[src/rtl/compare_event_fsm_pkg.sv]
// compare_event_fsm_pkg: state encodings, default run-lengths and the comparator one-hot check.
package compare_event_fsm_pkg;
    typedef enum logic [1:0] {
        IDLE      = 2'd0,
        ARMING    = 2'd1,
        ALARM     = 2'd2,
        RELEASING = 2'd3
    } state_t;
    localparam int HOLD_DEF    = 4;
    localparam int RELEASE_DEF = 2;
    function automatic logic one_hot3(input logic g, input logic e, input logic l);
        return ({g, e, l} == 3'b100) || ({g, e, l} == 3'b010) || ({g, e, l} == 3'b001);
    endfunction
endpackage

[src/rtl/compare_event_if.sv]
// compare_event_if: comparator result inputs and alarm/event outputs of compare_event_fsm.
interface compare_event_if #(parameter int CNT_W = 8);
    logic             in_valid;
    logic             greater;
    logic             equal;
    logic             lesser;
    logic             clr;
    logic             alarm;
    logic             rise_pulse;
    logic             fall_pulse;
    logic             err;
    logic [CNT_W-1:0] event_count;
    logic [CNT_W-1:0] alarm_cycles;
    modport master (
        output in_valid, greater, equal, lesser, clr,
        input  alarm, rise_pulse, fall_pulse, err, event_count, alarm_cycles
    );
    modport slave (
        input  in_valid, greater, equal, lesser, clr,
        output alarm, rise_pulse, fall_pulse, err, event_count, alarm_cycles
    );
endinterface

[src/rtl/compare_event_fsm_sat_counter.sv]
// sat_counter: saturating up-counter; a clear coinciding with an increment leaves the count at 1.
module sat_counter #(
    parameter int WIDTH = 8
) (
    input  logic             clk,
    input  logic             rst,
    input  logic             clr,
    input  logic             inc,
    output logic [WIDTH-1:0] count
);
    always_ff @(posedge clk) begin
        if (rst)
            count <= '0;
        else if (clr)
            count <= WIDTH'(inc);
        else if (inc && count != '1)
            count <= count + WIDTH'(1);
    end
endmodule

[src/rtl/compare_event_fsm.sv]
// compare_event_fsm: hysteresis alarm over one-hot comparator results with edge pulses and event counter.
// Optional alarm_cycles statistics counter enabled by COMPARE_EVENT_STATS_EN.
module compare_event_fsm
    import compare_event_fsm_pkg::*;
#(
    parameter int HOLD    = HOLD_DEF,
    parameter int RELEASE = RELEASE_DEF,
    parameter int CNT_W   = 8
) (
    input logic           clk,
    input logic           rst,
    compare_event_if.slave bus
);
    localparam logic [7:0] HOLD8 = 8'(HOLD);
    localparam logic [7:0] REL8  = 8'(RELEASE);

    state_t     state, state_n;
    logic [7:0] run, run_n, run_inc;
    logic       valid, bad, rise;

    assign valid   = bus.in_valid && one_hot3(bus.greater, bus.equal, bus.lesser);
    assign bad     = bus.in_valid && !one_hot3(bus.greater, bus.equal, bus.lesser);
    assign run_inc = run + 8'd1;
    // alarm is high in ALARM and RELEASING, i.e. state bit 1
    assign bus.alarm = state[1];
    assign rise      = !state[1] && state_n[1];

    always_comb begin
        state_n = state;
        run_n   = run;
        if (valid) begin
            case (state)
                IDLE: if (bus.greater) begin
                    state_n = (HOLD == 1) ? ALARM : ARMING;
                    run_n   = (HOLD == 1) ? 8'd0 : 8'd1;
                end
                ARMING: if (bus.greater) begin
                    state_n = (run_inc == HOLD8) ? ALARM : ARMING;
                    run_n   = (run_inc == HOLD8) ? 8'd0 : run_inc;
                end else if (bus.lesser) begin
                    state_n = IDLE;
                    run_n   = 8'd0;
                end
                ALARM: if (bus.lesser) begin
                    state_n = (RELEASE == 1) ? IDLE : RELEASING;
                    run_n   = (RELEASE == 1) ? 8'd0 : 8'd1;
                end
                RELEASING: if (bus.lesser) begin
                    state_n = (run_inc == REL8) ? IDLE : RELEASING;
                    run_n   = (run_inc == REL8) ? 8'd0 : run_inc;
                end else if (bus.greater) begin
                    state_n = ALARM;
                    run_n   = 8'd0;
                end
                default: ;
            endcase
        end
    end

    always_ff @(posedge clk) begin
        if (rst) begin
            state          <= IDLE;
            run            <= 8'd0;
            bus.rise_pulse <= 1'b0;
            bus.fall_pulse <= 1'b0;
            bus.err        <= 1'b0;
        end else begin
            state          <= state_n;
            run            <= run_n;
            bus.rise_pulse <= rise;
            bus.fall_pulse <= state[1] && !state_n[1];
            // a new error outranks a simultaneous clear
            bus.err        <= bad ? 1'b1 : (bus.clr ? 1'b0 : bus.err);
        end
    end

    sat_counter #(.WIDTH(CNT_W)) u_event_cnt (
        .clk   (clk),
        .rst   (rst),
        .clr   (bus.clr),
        .inc   (rise),
        .count (bus.event_count)
    );

`ifdef COMPARE_EVENT_STATS_EN
    sat_counter #(.WIDTH(CNT_W)) u_alarm_cnt (
        .clk   (clk),
        .rst   (rst),
        .clr   (bus.clr),
        .inc   (state[1]),
        .count (bus.alarm_cycles)
    );
`else
    assign bus.alarm_cycles = '0;
`endif
endmodule

[src/flat_wrapper.sv]
// flat-port wrapper written by rule: the top's interface ports become plain ports
module compare_event_fsm_flat import compare_event_fsm_pkg::*;
#(
    parameter int HOLD    = HOLD_DEF,
    parameter int RELEASE = RELEASE_DEF,
    parameter int CNT_W   = 8
)
  (clk, rst, bus_in_valid, bus_greater, bus_equal, bus_lesser, bus_clr, bus_alarm, bus_rise_pulse, bus_fall_pulse, bus_err, bus_event_count, bus_alarm_cycles);
  compare_event_if #(.CNT_W(CNT_W)) bus_i ();
  input logic clk;
  input logic rst;
  input wire logic [$bits(bus_i.in_valid)-1:0] bus_in_valid;
  input wire logic [$bits(bus_i.greater)-1:0] bus_greater;
  input wire logic [$bits(bus_i.equal)-1:0] bus_equal;
  input wire logic [$bits(bus_i.lesser)-1:0] bus_lesser;
  input wire logic [$bits(bus_i.clr)-1:0] bus_clr;
  output wire logic [$bits(bus_i.alarm)-1:0] bus_alarm;
  output wire logic [$bits(bus_i.rise_pulse)-1:0] bus_rise_pulse;
  output wire logic [$bits(bus_i.fall_pulse)-1:0] bus_fall_pulse;
  output wire logic [$bits(bus_i.err)-1:0] bus_err;
  output wire logic [$bits(bus_i.event_count)-1:0] bus_event_count;
  output wire logic [$bits(bus_i.alarm_cycles)-1:0] bus_alarm_cycles;
  assign bus_i.in_valid = bus_in_valid;
  assign bus_i.greater = bus_greater;
  assign bus_i.equal = bus_equal;
  assign bus_i.lesser = bus_lesser;
  assign bus_i.clr = bus_clr;
  assign bus_alarm = bus_i.alarm;
  assign bus_rise_pulse = bus_i.rise_pulse;
  assign bus_fall_pulse = bus_i.fall_pulse;
  assign bus_err = bus_i.err;
  assign bus_event_count = bus_i.event_count;
  assign bus_alarm_cycles = bus_i.alarm_cycles;
  compare_event_fsm #(.HOLD(HOLD), .RELEASE(RELEASE), .CNT_W(CNT_W)) u_core (.clk(clk), .rst(rst), .bus(bus_i));
endmodule
[config.mk]
export PLATFORM = sky130hd
export DESIGN_NAME = compare_event_fsm_flat
export DESIGN_NICKNAME = d
export VERILOG_FILES = /design/src/rtl/compare_event_fsm_pkg.sv /design/src/rtl/compare_event_if.sv /design/src/rtl/compare_event_fsm_sat_counter.sv /design/src/rtl/compare_event_fsm.sv /design/src/flat_wrapper.sv
export SDC_FILE = /design/constraint.sdc
export NUM_CORES = 1
export LEC_CHECK = 0
export BUFFER_PORTS_ARGS = -buffer_cell sky130_fd_sc_hd__buf_2
export CAP_MARGIN = 0
export CORE_MARGIN = 2
export CORE_UTILIZATION = 53
export DETAILED_ROUTE_END_ITERATION = 12
export PLACE_DENSITY = 0.77
export SLEW_MARGIN = 20
export SYNTH_ARGS = -nofsm -noshare
export SYNTH_HDL_FRONTEND = slang
export SYNTH_SLANG_ARGS = --single-unit
[constraint.sdc]
create_clock -name clk -period 3.2 [get_ports clk]
set_input_delay 0.48 -clock clk [delete_from_list [all_inputs] [get_ports clk]]
set_output_delay 0.48 -clock clk [all_outputs]
set_load 0.005 [all_outputs]
==> out/summary.md <==
• **total of fill cells in the finished design** 238
• **detail-routed via count per cell** 5.71
• **Port Buffer Count** 18
• **maximum buffer depth of the clock tree** 2
• **Setup-failing EPs final** 0
• **largest family of logic cells by synthesized area** simple AND/OR/NAND/NOR gates
• **sequential share of the synthesized area** 0.320
• **area of the mapped netlist** 1310 µm²
• **Initial DRT Pass Iterations** 4
• **first-pass GRT wire length** 4220 µm
• **crit path cell chain** ha_1, nand2_1, o32ai_2, nand4_2, nor4_4, nand4_1, xor2_1, nor2_1
• **number of nets with antenna violations after routing** 0
• **fin crit period** 2360 ps
• **crit path buf inv count** 0
• **global route overflow** 0
• **number of antenna violations at the first check in global routing** 0
• **Pwr per Cell Area** 311 nW/µm²
• **Main synth FF type** sky130_fd_sc_hd__dfxtp_1
• **post-DP HPWL** 1960 µm
• **count of flip-flops with a built-in enable after synthesis** 0
• **number of register bits inferred by synthesis** 21
• **count of pins over their slew limit** 0
• **Num CTS Buffers** 3
• **highest clock frequency the design can meet** 424 MHz
• **Sequential cell area** 420 µm²
• **total non-filler cell area in the finished layout** 1390 µm²
• **Total Wirelength** 2640 µm
• **pin count of the biggest net entering global routing** 19
• **wire length per cell** 13.0 µm
• **multiplexer share of the synthesized area** 0.0152
• **GRT Overall Usage** 0.198
• **pin slew with the least headroom to its limit** 985 ps
• **ANT cells** 0
• **critical path arrival** 2590 ps
• **via count of the first global-routing pass** 975
• **maximum fanout count along the critical path** 7
• **synth warn** 0
• **Setup TNS** 0 ps
• **outcome** finished, final reports clean
• **count of maximum capacitance violations** 0
• **relative area change from synthesis to final layout** 6.10%
• **biggest cell delay along the critical path** 470 ps
• **worst-skew pair later-pin latency** 320 ps
• **number of nets in the layout** 185
• **fraction of final layout cells with drive strength greater than 1** 0.202
• **post-synthesis area per instance** 8.26 µm²
• **clock-pin slew on the worst setup and hold paths** 130 ps
• **critical path class** register to register
• **Total Die Area** 2890 µm²
• **clock sinks** 21
• **startpoint type of the worst setup path** register
• **Initial DRC Count** 14
• **Final Non-Filler Cells** 203
• **# IOs** 27
• **crit share post-route** 0.738
• **leakage power figure** 0.000566 µW
• **final worst clock skew** 4.41 ps
• **hold-fix buffers at CTS** 0
• **# resized after CTS** 0
• **type of destination of the critical path** register
• **cell count after synthesis** 159
• **number of cells in the design after placement** 199
• **Crit path required time** 3420 ps
• **DRC violation count after routing** 0
• **worst min-delay path class** input port to register
• **floorplan core area** 2410 µm²
• **Relative slew margins** 0.339
• **Synth Area in Adders** 0.0381
• **RePlAce Congestion** 0.861
• **VDD IR max** 193 µV
• **Starting Density** 0.545
• **count of vias placed by the detailed router** 1159
• **share of the synthesized area in compound gates (AO/OA/AOI/OAI)** 0.129
• **Core Util, Final** 0.578
• **Post CTS Setup Buffer Count** 0
• **simple-gate portion of the synthesized area** 0.335
• **dominant cells by area after synthesis** sky130_fd_sc_hd__dfxtp_1 (32%), sky130_fd_sc_hd__nor2_1 (6.6%), sky130_fd_sc_hd__xor2_1 (6.0%)
• **cell type contributing the most total cell area after synthesis** sky130_fd_sc_hd__dfxtp_1
• **multi-input logic area** 815 µm²
• **gate family responsible for the most delay along the worst path** simple AND/OR/NAND/NOR gates
• **final number of hold-violating endpoints** 0
• **setup repair after global routing missed its margin** false
• **Slowest-stage cell, CP** sky130_fd_sc_hd__dfxtp_1
• **Synth Area in XOR/XNOR** 0.0800
• **CTS tree** done
• **share of the synthesized area in the top cell type** 0.320
• **total cell area at the placement stage** 1370 µm²
• **async set-reset flop share out of synthesis** 0
• **H-tree levels** 1
• **number of distinct library cells after synthesis** 44
• **buffer type at the clock tree root** sky130_fd_sc_hd__clkbuf_4
• **overall die height** 53.8 µm
• **number of placement rows** 18
• **horizontal die dimension** 53.8 µm
routing by layer:
layer,up-vias,GRT usage,part of all wire
met5,-,0,0
met1,561,0.250,0.47
met2,21,0.337,0.48
met4,0,0.0684,0.013
met3,3,0.0333,0.031
li1,574,-,-
cell families after synthesis:
group,Yosys count
xor+xnor,12
buf+inv,16
mux,2
other cells,1
compound gates,26
flops,21
fa+ha+maj,4
simple gates,77
layout by cell type, fill, tap and decap left out, types with 2 or more instances in the layout:
cell | netlist | layout
sky130_fd_sc_hd__nor4b_1 | 2 | 2
sky130_fd_sc_hd__mux2i_1 | 2 | 2
sky130_fd_sc_hd__nand2_1 | 11 | 11
sky130_fd_sc_hd__or3_2 | 2 | 2
sky130_fd_sc_hd__nor3_1 | 2 | 2
sky130_fd_sc_hd__a22oi_1 | 2 | 2
sky130_fd_sc_hd__or2_2 | 2 | 2
sky130_fd_sc_hd__dfxtp_1 | 21 | 21
sky130_fd_sc_hd__conb_1 | 1 | 8
sky130_fd_sc_hd__xnor2_1 | 3 | 3
sky130_fd_sc_hd__nor2_1 | 23 | 23
sky130_fd_sc_hd__xor2_1 | 9 | 9
sky130_fd_sc_hd__o21ai_0 | 10 | 10
sky130_fd_sc_hd__ha_1 | 4 | 4
sky130_fd_sc_hd__and3_2 | 3 | 3
sky130_fd_sc_hd__a21oi_1 | 6 | 6
sky130_fd_sc_hd__nand3_1 | 5 | 5
sky130_fd_sc_hd__clkbuf_4 | 0 | 3
sky130_fd_sc_hd__buf_2 | 0 | 18
sky130_fd_sc_hd__nor2b_1 | 4 | 4
sky130_fd_sc_hd__nand4_1 | 6 | 6
sky130_fd_sc_hd__nor3b_1 | 4 | 4
sky130_fd_sc_hd__and3_1 | 2 | 2
synthesized netlist by cell type (2+ instances only):
master                      n
sky130_fd_sc_hd__nor2_1    23
sky130_fd_sc_hd__dfxtp_1   21
sky130_fd_sc_hd__nand2_1   11
sky130_fd_sc_hd__o21ai_0   10
sky130_fd_sc_hd__xor2_1     9
sky130_fd_sc_hd__buf_4      8
sky130_fd_sc_hd__a21oi_1    6
sky130_fd_sc_hd__nand4_1    6
sky130_fd_sc_hd__clkbuf_1   5
sky130_fd_sc_hd__nand3_1    5
sky130_fd_sc_hd__ha_1       4
sky130_fd_sc_hd__nor2b_1    4
sky130_fd_sc_hd__nor3b_1    4
sky130_fd_sc_hd__and3_2     3
sky130_fd_sc_hd__xnor2_1    3
sky130_fd_sc_hd__a22oi_1    2
sky130_fd_sc_hd__and3_1     2
sky130_fd_sc_hd__buf_6      2
sky130_fd_sc_hd__mux2i_1    2
sky130_fd_sc_hd__nor3_1     2
sky130_fd_sc_hd__nor4b_1    2
sky130_fd_sc_hd__or2_2      2
sky130_fd_sc_hd__or3_2      2
tightest hold or removal path, delay by kind of cell:
| kind | cells | cell delay, ps |
|---|---|---|
| buf+inv | 1 | 110 |
| compound gates | 1 | 60 |
| simple gates | 1 | 70 |
final timing paths:
path,cells after the start,slack [ps],start,end
setup / recovery,8,840,u_core.run[0]$_SDFFE_PP0P_,u_core.u_event_cnt.count[3]$_SDFFE_PP0P_
hold / removal,3,430,bus_in_valid,u_core.bus.err$_SDFFE_PP0P_
setup reg to reg,8,840,u_core.run[0]$_SDFFE_PP0P_,u_core.u_event_cnt.count[3]$_SDFFE_PP0P_
hold reg to reg,2,520,u_core.run[6]$_SDFFE_PP0P_,u_core.run[6]$_SDFFE_PP0P_
final cells by class:
class                           instances  share of cell area
Sequential cell                        21               0.302
Clock buffer                            3              0.0162
Clock inverter                          1             0.00359
Timing Repair Buffer                   18              0.0646
Multi-Input combinational cell        129               0.584
Tap cell                               30              0.0269
Inverter                                1             0.00269
registers in the layout, summed over array words and instances, names as in the netlist:
register / count
u_core.bus.rise_pulse: 1
u_core.state: 2
u_core.bus.err: 1
u_core.u_event_cnt.count: 8
u_core.run: 8
u_core.bus.fall_pulse: 1
through the flow:
stage               hold WS [ps]  setup WS [ps]  power (µW)
floorplan                    470           1180         298
global placement             489            957         298
detailed placement           506            860         300
CTS                          430            850         435
global route                 465            647         451
finish                       426            839         434
power breakdown:
group          internal (µW)  total (µW)  switching, µW
logic                   9.95        29.1           19.2
clock network           46.8         139           92.6
registers                263         265           2.03
Note: power is estimated with default switching activity, not from simulation.
